<file path="config.mk">
export PLATFORM = sky130hd
export DESIGN_NAME = fractal_sync_wrr_arb
export DESIGN_NICKNAME = d
export VERILOG_FILES = /design/src/rtl/fractal_sync_wrr_arb.sv
export SDC_FILE = /design/constraint.sdc
export NUM_CORES = 1
export LEC_CHECK = 0
export ABC_AREA = 1
export BUFFER_PORTS_ARGS = -buffer_cell sky130_fd_sc_hd__buf_4
export CORE_MARGIN = 2
export CORE_UTILIZATION = 55
export DETAILED_ROUTE_END_ITERATION = 7
export PLACE_DENSITY = 0.91
export SETUP_SLACK_MARGIN = 0.1
export SLEW_MARGIN = 30
export SYNTH_ARGS = -nofsm -noshare
export SYNTH_HDL_FRONTEND = slang
export SYNTH_SLANG_ARGS = --single-unit
</file>
<file path="constraint.sdc">
create_clock -name clk_i -period 3.4 [get_ports clk_i]
set_input_delay 0.85 -clock clk_i [delete_from_list [all_inputs] [get_ports clk_i]]
set_output_delay 0.85 -clock clk_i [all_outputs]
set_load 0.02 [all_outputs]
</file>
<file path="src/rtl/fractal_sync_wrr_arb.sv">
// Weighted round-robin arbiter: grants one non-empty source FIFO at a time,
// drains up to its weight through a valid/ready port, then rotates priority.
module fractal_sync_wrr_arb #(
  parameter int unsigned N_IN         = 4,
  parameter int unsigned WEIGHT_WIDTH = 4,
  parameter type         arbiter_t    = logic,
  localparam int unsigned IDX_W       = (N_IN > 1) ? $clog2(N_IN) : 1
) (
  input  logic                    clk_i,
  input  logic                    rst_i,
  input  logic [N_IN-1:0]         empty_i,
  input  arbiter_t                element_i [N_IN],
  output logic [N_IN-1:0]         pop_o,
  input  logic [WEIGHT_WIDTH-1:0] weight_i [N_IN],
  output logic                    valid_o,
  output arbiter_t                element_o,
  input  logic                    ready_i,
  output logic [IDX_W-1:0]        grant_idx_o,
  output logic                    busy_o
);

  typedef enum logic {IDLE, SERVE} state_e;

  state_e                  state_q, state_d;
  logic [IDX_W-1:0]        ptr_q, ptr_d;
  logic [IDX_W-1:0]        owner_q, owner_d;
  logic [WEIGHT_WIDTH-1:0] cnt_q, cnt_d;

  logic             found;
  logic [IDX_W-1:0] pick;
  logic             owner_empty;
  logic             xfer;

  // First non-empty source scanning upward from ptr, wrapping at N_IN.
  always_comb begin
    found = 1'b0;
    pick  = '0;
    for (int unsigned i = 0; i < N_IN; i++) begin
      logic [IDX_W-1:0] idx;
      idx = IDX_W'((32'(ptr_q) + i) % N_IN);
      if (!found && !empty_i[idx]) begin
        found = 1'b1;
        pick  = idx;
      end
    end
  end

  assign owner_empty = empty_i[owner_q];
  assign valid_o     = !rst_i && (state_q == SERVE) && !owner_empty;
  assign xfer        = valid_o && ready_i;
  assign element_o   = valid_o ? element_i[owner_q] : '0;
  assign grant_idx_o = owner_q;
  assign busy_o      = (state_q == SERVE);

  for (genvar g = 0; g < N_IN; g++) begin : g_pop
    assign pop_o[g] = xfer && (owner_q == IDX_W'(g));
  end

  always_comb begin
    state_d = state_q;
    ptr_d   = ptr_q;
    owner_d = owner_q;
    cnt_d   = cnt_q;
    case (state_q)
      IDLE: begin
        if (found) begin
          owner_d = pick;
          cnt_d   = (weight_i[pick] == '0) ? WEIGHT_WIDTH'(1) : weight_i[pick];
          state_d = SERVE;
        end
      end
      SERVE: begin
        // An empty owner gives up the grant even if the burst is unfinished.
        if (owner_empty || (xfer && cnt_q == WEIGHT_WIDTH'(1))) begin
          ptr_d   = IDX_W'((32'(owner_q) + 32'd1) % N_IN);
          cnt_d   = '0;
          state_d = IDLE;
        end else if (xfer) begin
          cnt_d = cnt_q - WEIGHT_WIDTH'(1);
        end
      end
      default: state_d = IDLE;
    endcase
  end

  always_ff @(posedge clk_i) begin
    if (rst_i) begin
      state_q <= IDLE;
      ptr_q   <= '0;
      owner_q <= '0;
      cnt_q   <= '0;
    end else begin
      state_q <= state_d;
      ptr_q   <= ptr_d;
      owner_q <= owner_d;
      cnt_q   <= cnt_d;
    end
  end

endmodule

</file>
Word-level counts from Yosys, hierarchy flattened --
Index checks and enable logic that the tools add are counted.
Operators by class: mux-type cells 33, add/sub/neg operators 5, reduce and logical (&&, ||, !) cells 24, bitwise operators 3, eq/ne operators 6, order comparisons 7
Operator list (count):
- $mux 4 | 6
- $lt 2x3->1 const B | 5
- $mux 1 | 14
- $bmux 1 s2 | 6
- $logic_and 1x1->1 | 11
- $bmux 4 s2 | 1
- $mux 2 | 4
- $pmux 4 s2 | 1
- $logic_not 1->1 | 7
- $ge 3x3->1 const B | 2
- $not 2->3 | 2
- $reduce_and 2->1 | 3
- $add 2x1->2 const B | 2
- $add 2x2->2 const B | 2
- $eq 2x2->1 const B | 2
- $eq 4x1->1 const B | 1
- $logic_not 4->1 | 1
- $sub 4x1->4 const B | 1
- $ne 3x1->1 const B | 1
- $eq 2x1->1 const B | 1
- $logic_not 2->1 | 1
- $ne 2x2->1 const B | 1
- $pmux 1 s2 | 1
- $logic_or 1x1->1 | 1
- $not 1->1 | 1
Storage, ports and cells: output and inout port bits 9, bits of input ports 27, flip-flop bits (word level) 9

Depth between registers and ports, before layout --
Gate-level depths: netlist (run 1).
depth in word-level cells 20, gate-level depth with buffers 18, gate-level depth less buffers 17

Least setup slack after synthesis (run 1) --
No wires, ideal clock.
kind in2out, from in empty_i[3], to out pop_o[0], cell stages on the path 7, buffers on the path 0, slack 0.736 ns, required time 2.550 ns, arrival time 1.814 ns, path through a21oi_1 a32oi_1 nor2_2 nand2_2 nor2_2 inv_2 nor2_1
Between the ends: cells in the longest elaborated chain, start to end 6
RTL lines:
- start, declared | line 11 | input logic [N_IN-1:0] empty_i,
- $bmux 1 s2 | line 48 | assign owner_empty = empty_i[owner_q];
- $mux 1 (implied by the code) | line 48
- $logic_not 1->1 | line 49 | assign valid_o = !rst_i && (state_q == SERVE) && !owner_empty;
- $logic_and 1x1->1 | line 49
- $logic_and 1x1->1 | line 50 | assign xfer = valid_o && ready_i;
- $logic_and 1x1->1 | line 56 | assign pop_o[g] = xfer && (owner_q == IDX_W'(g));
- end, declared | line 13 | output logic [N_IN-1:0] pop_o,
No other way between the ends. The select of a mux whose other input is x is not followed.

Final worst setup path (run 1) --
from in empty_i[3], to out pop_o[2]
Same word-level chain as after synthesis.

==> flow_summary.ini, run 1 <==
[floorplan]
io_pins = 36
dieArea_sq_mm = 0.00248
initial_utilization = 0.583
core_sq_mm = 0.00198
die_h_um = 49.8
die_w_um = 49.8
rows = 16

[global_route]
grtUsageTotal = 0.231
antenna_found_initial = 0
grt_pass1_wl_um = 4490
grt_pass1_vias = 1102
grt_max_degree = 11
grt_overflow = 0

[clocking]
h-tree-depth = 1
clockBufferDepth = 2
clk_pin_slew_worst_paths_ns = 0.05
cts_hold_buf = 0
clk_latency_ns = 0.26
cts_tree = built
postCtsSetupBuffers = 0
cts_resized = 0
cts_sinks = 9
cts_inserted_buffers = 3
root_buffer = clkbuf_4

[setup_path]
cp-end-kind = output port
cp_cell_sequence = buf_4 -> a21oi_1 -> a32oi_1 -> nor2_2 -> nand2_2 -> nor2_2 -> inv_2 -> nor2_1 -> buf_4
crit_start = empty_i[3]
cp_slowest_cell = nor2_2
arrival_ns = 1.99
cp_max_fo = 6
slowest_delay_ns = 0.23
cp-start-kind = input port
crit_type = in2out
cp.required_ns = 2.55
r2r-start = ptr_q[0]$_SDFFE_PP0P_

[finish]
final_nets = 261
drive_gt1_frac = 0.300
area_delta_synth_final_pct = 26.9
final_cell_count_no_fill = 254
num_antenna_cells = 0
fillCellCount = 169
final_util = 0.741
multiInputGateArea_sq_um = 837
ff_latch_area_sq_um = 180
final_area_sq_mm = 0.00147

[sta]
layout_min_cycle_time_ns = 2.84
grt_setup_unrepaired = false
hold_ws_ns = 0.462
timing.fmax_mhz = 352
worstMarginPinSlew_ns = 0.530
max_slew_margin = 0.646
finalSetupViolations = 0
finalSetupTns_ns = 0
setup_ws_ns = 0.559
finalHoldViolCount = 0
min_period_over_period = 0.835
finClkSkew_ns = 0.00893
report.final.slew_viol_count = 0

[placement]
io_buffers = 35
place_congestion = 0.911
post-place-ws_ns = 0.570
place_inst = 250
place_area_sq_mm = 0.00144
dpl.hpwl_um = 2250

[synth]
yosysWarnings = 0
synth_fp_nets = 222
syn_area_sq_mm = 0.00116
synthFlopType = dfxtp_1
synth-edff-count = 0
synth.most_common_cell = nand2_1
synth.area.top_cells = nand2_1, dfxtp_1, inv_1
syn_area_per_cell_sq_um = 6.12
yosys-top-cells-count = nand2_1, inv_1, nand3_1, nand2_2
ys_async_sr_fraction = 0
synth.distinct_cells = 23
yosysTopAreaCellShare = 0.182
syn_inst = 189
synth_largest_area_cell = nand2_1
ys_seq_area_frac = 0.156
ys_ff_latch = 9

[power_and_ir_drop]
p_sw_frac = 0.547
combPwrFrac = 0.724
p_sw_mw = 0.559
ir_drop_mv = 0.491
seq_power_share = 0.195
pwr-share-clk = 0.080
p_int_mw = 0.462
p_leak_nw = 0.817
power.density_mw_per_mm2 = 695
power_mw = 1.02

[run_status]
outcome = completed

[worst_hold_path]
hold_class = reg2reg
hp-start = cnt_q[1]$_SDFFE_PP0P_

[routing]
antenna_left = 0
firstDrtPassIters = 4
routedWlPerCell_um = 10.8
num_vias = 1314
drc = 0
drt_iter0_markers = 29
wirelength_um = 2740
vias_per_cell = 5.17

[flow_run]
maxCapViolCount = 0
==> power by group through the flow <==
stage	Clock, mW	Combinational [mW]	Sequential (mW)
global route	0.0905	0.836	0.203
global placement	0	0.714	0.196
CTS	0.0835	0.740	0.198
detailed placement	0	0.735	0.200
floorplan	0	0.586	0.190
finish	0.0819	0.739	0.199
==> routing by layer <==
metal | GRT usage | share of wire | routed length, um | up-vias
met3 | 0.0485 | 0.051 | 139 | 8
met4 | 0.0880 | 0.019 | 52 | 0
li1 | - | - | - | 680
met2 | 0.418 | 0.52 | 1430 | 43
met5 | 0 | 0 | 0 | -
met1 | 0.264 | 0.41 | 1120 | 583
==> layout by cell type, fill, tap and decap left out, drive strengths merged <==
cell type,Yosys,layout
xor2,2,2
ha,6,6
clkbuf,0,4
nand3,18,18
nand4,9,9
nand2,74,74
nor2,15,15
buf,1,35
o21bai,1,1
o21ai,6,6
a32oi,1,1
inv,32,32
dfxtp,9,9
a21oi,12,12
a31oi,3,3
==> layout make-up <==
| cell class | instances | area share |
|---|---|---|
| Tap cell | 27 | 0.0230 |
| Timing Repair Buffer | 35 | 0.179 |
| Multi-Input combinational cell | 147 | 0.570 |
| Inverter | 32 | 0.0870 |
| Clock buffer | 4 | 0.0179 |
| Sequential cell | 9 | 0.123 |
==> final timing paths <==
| kind | slack, ns | endpoint | depth (start not counted) |
|---|---|---|---|
| worst max register to register | 1.25 | cnt_q[0]$_SDFFE_PP0P_ | 14 |
| worst min-delay path | 0.46 | cnt_q[1]$_SDFFE_PP0P_ | 2 |
| worst max-delay path | 0.56 | pop_o[2] | 9 |
| worst min register to register | 0.46 | cnt_q[1]$_SDFFE_PP0P_ | 2 |
==> state kept, by name (all words and copies together), names as in the netlist <==
signal       count
cnt_q            4
grant_idx_o      2
ptr_q            2
busy_o           1
==> worst max-delay path: cells and delay by family <==
family / cells / cell delay (ns)
simple gates: 4 / 0.58
buf+inv: 3 / 0.35
compound gates: 2 / 0.22
==> logic make-up (layout without fill, tap and decap cells) <==
| kind of cell | count (synthesis) | after routing | share of synthesized area |
|---|---|---|---|
| adders and majority gates | 6 | 6 | 0.0649 |
| AOI/OAI and AO/OA | 23 | 23 | 0.111 |
| xor gates and xnor gates | 2 | 2 | 0.0152 |
| and+or+nand+nor | 116 | 116 | 0.532 |
| DFF | 9 | 9 | 0.156 |
| buffers and inverters | 33 | 71 | 0.120 |
Power figures use the tool's default switching activity.
==> run 2, diff against run 1 <==
--- a/config.mk
+++ b/config.mk
@@ -5,12 +5,12 @@
 export SDC_FILE = /design/constraint.sdc
 export NUM_CORES = 1
 export LEC_CHECK = 0
-export ABC_AREA = 1
+export ABC_AREA = 0
 export BUFFER_PORTS_ARGS = -buffer_cell sky130_fd_sc_hd__buf_4
 export CORE_MARGIN = 2
-export CORE_UTILIZATION = 55
+export CORE_UTILIZATION = 46
 export DETAILED_ROUTE_END_ITERATION = 7
-export PLACE_DENSITY = 0.91
+export PLACE_DENSITY = 0.84
 export SETUP_SLACK_MARGIN = 0.1
 export SLEW_MARGIN = 30
 export SYNTH_ARGS = -nofsm -noshare
==> constraint.sdc (replaced) <==
create_clock -name clk_i -period 2.9 [get_ports clk_i]
set_input_delay 0.725 -clock clk_i [delete_from_list [all_inputs] [get_ports clk_i]]
set_output_delay 0.725 -clock clk_i [all_outputs]
set_load 0.02 [all_outputs]
==> flow_summary.ini, run 2 <==
[run_status]
outcome = completed

[synth]
syn_area_per_cell_sq_um = 9.07
synth_fp_nets = 125
synthFlopType = dfxtp_1
syn_inst = 92
synth.area.top_cells = dfxtp_1, mux2i_1, ha_1
synth.most_common_cell = nor2_1
synth.distinct_cells = 37
yosysTopAreaCellShare = 0.216
ys_ff_latch = 9
synth_largest_area_cell = dfxtp_1
ys_seq_area_frac = 0.216
ys_async_sr_fraction = 0
yosys-top-cells-count = nor2_1, dfxtp_1, mux2i_1, ha_1
synth-edff-count = 0
syn_area_sq_um = 835
yosysWarnings = 0

[setup_path]
critPathTopFamily = simple AND/OR/NAND/NOR gates
arrival_ns = 1.99
crit_type = in2out
cp.depth = 6
cp_max_fo = 5
crit_buf_inv = 2
cp_cell_sequence = buf_4 -> mux4_2 -> nand2b_4 -> nor2_1 -> and2_1 -> buf_4
cp_common_cell = buf_4
r2r_cells = 7
cp.required_ns = 2.17
ff2ff_setup_slack_ns = 0.83
cp-start-kind = input port
r2r-start = ptr_q[1]$_SDFFE_PP0P_
cp_slowest_cell = mux4_2
slowest_delay_ns = 0.49
cp-end-kind = output port
r2r_end = cnt_q[0]$_SDFFE_PP0P_

[clocking]
h-tree-depth = 1
clk_latency_ns = 0.26
cts_tree = built
root_buffer = clkbuf_4
clockBufferDepth = 2
clk_pin_slew_worst_paths_ns = 0.06
postCtsSetupBuffers = 0
cts_resized = 0
cts_inserted_buffers = 3
cts_hold_buf = 0
cts_sinks = 9

[power_and_ir_drop]
p_leak_nw = 0.529
ir_drop_mv = 0.201
power.density_mw_per_mm2 = 389

[global_route]
grt_overflow = 0
grt_pass1_vias = 811
grt_max_degree = 12
grt_pass1_wl_um = 3240
antenna_found_initial = 0
grtUsageTotal = 0.213

[finish]
largest_reg_flops = 4
area_delta_synth_final_pct = 37.5
layout_common_cells = buf_4, nor2_1, mux2i_1, dfxtp_1, ha_1
num_antenna_cells = 0
layout_commonest_cell = buf_4
drive_gt1_frac = 0.400
top_register = cnt_q
final_nets = 164
final_area_sq_mm = 0.00115

[worst_hold_path]
whs_path_depth = 2
hp-start = cnt_q[1]$_SDFFE_PP0P_
hold_class = reg2reg
whs_endpoint = cnt_q[1]$_SDFFE_PP0P_

[routing]
drt_iter0_markers = 12
drc = 0
routedWlPerCell_um = 13.9
wirelength_um = 2160
num_vias = 846
firstDrtPassIters = 4
vias_per_cell = 5.46
antenna_left = 0

[sta]
report.final.slew_viol_count = 0
layout_min_cycle_time_ns = 2.71
max_slew_margin = 0.583
finClkSkew_ns = 0.00528
timing.fmax_mhz = 369
finalHoldViolCount = 0
finalSetupViolations = 0
min_period_over_period = 0.936
worstMarginPinSlew_ns = 0.626
grt_setup_unrepaired = false
finalSetupTns_ns = 0

[floorplan]
rows = 15
die_w_um = 46.6
dieArea_sq_mm = 0.00217
initial_utilization = 0.489
io_pins = 36
core_sq_mm = 0.00171
die_h_um = 46.6

[flow_run]
maxCapViolCount = 0

[placement]
place_area_sq_mm = 0.00112
io_buffers = 35
dpl.hpwl_um = 1720
place_congestion = 0.820
run 2: report_power, final:
group          internal, mW  leakage (nW)  total [mW]  switching [mW]
sequential            0.139        0.0743       0.161          0.0217
clock                0.0530        0.0150      0.0976          0.0445
combinational         0.104         0.439       0.188          0.0844
run 2: metal layers:
layer	routed length (um)	part of all wire	GRT usage	vias to the layer above
li1	-	-	-	413
met1	914	0.42	0.237	385
met2	1020	0.47	0.394	44
met3	185	0.086	0.0157	4
met4	42	0.019	0.114	0
met5	0	0	0	-
run 2: cell families after synthesis:
| group | after synthesis | synth area share |
|---|---|---|
| AOI/OAI and AO/OA | 19 | 0.159 |
| xor gates and xnor gates | 1 | 0.0105 |
| adders and majority gates | 6 | 0.0900 |
| buffers and inverters | 8 | 0.0450 |
| DFF | 9 | 0.216 |
| muxes | 16 | 0.234 |
| and+or+nand+nor | 33 | 0.246 |
run 2: cell type report:
type                    instances  area (sq um)
flip-flops and latches          9           180
clock buffers                   4          26.3
repair buffers                 36           270
fillers                       148           561
well taps                      25          31.3
inverters                       6          22.5
multi-input cells              75           617
run 2: stage by stage:
step                power [mW]  setup WS [ns]  std cells  hold slack (ns)  utilization
floorplan                0.286          0.217         92            0.495            -
global placement         0.341          0.233        151            0.516        0.656
detailed placement       0.350          0.202        151            0.526        0.656
CTS                      0.446          0.179        155            0.540        0.672
global route             0.473          0.132        155            0.577        0.672
finish                   0.446          0.187        155            0.541        0.672
run 2: worst max-delay path by stage:
stage,start,to
after floorplan,empty_i[3],element_o
after global placement,empty_i[3],pop_o[0]
after detailed placement,empty_i[3],pop_o[2]
after CTS,empty_i[3],pop_o[2]
after global routing,empty_i[3],pop_o[1]
final,empty_i[3],pop_o[2]
run 2: worst reg2reg max path: stages (launching register included):
cell,delay (ns)
dfxtp_1,0.35
nor2b_1,0.17
o221ai_1,0.15
o21a_1,0.44
mux2i_1,0.26
mux2_2,0.19
nand4b_1,0.11
a311oi_1,0.30
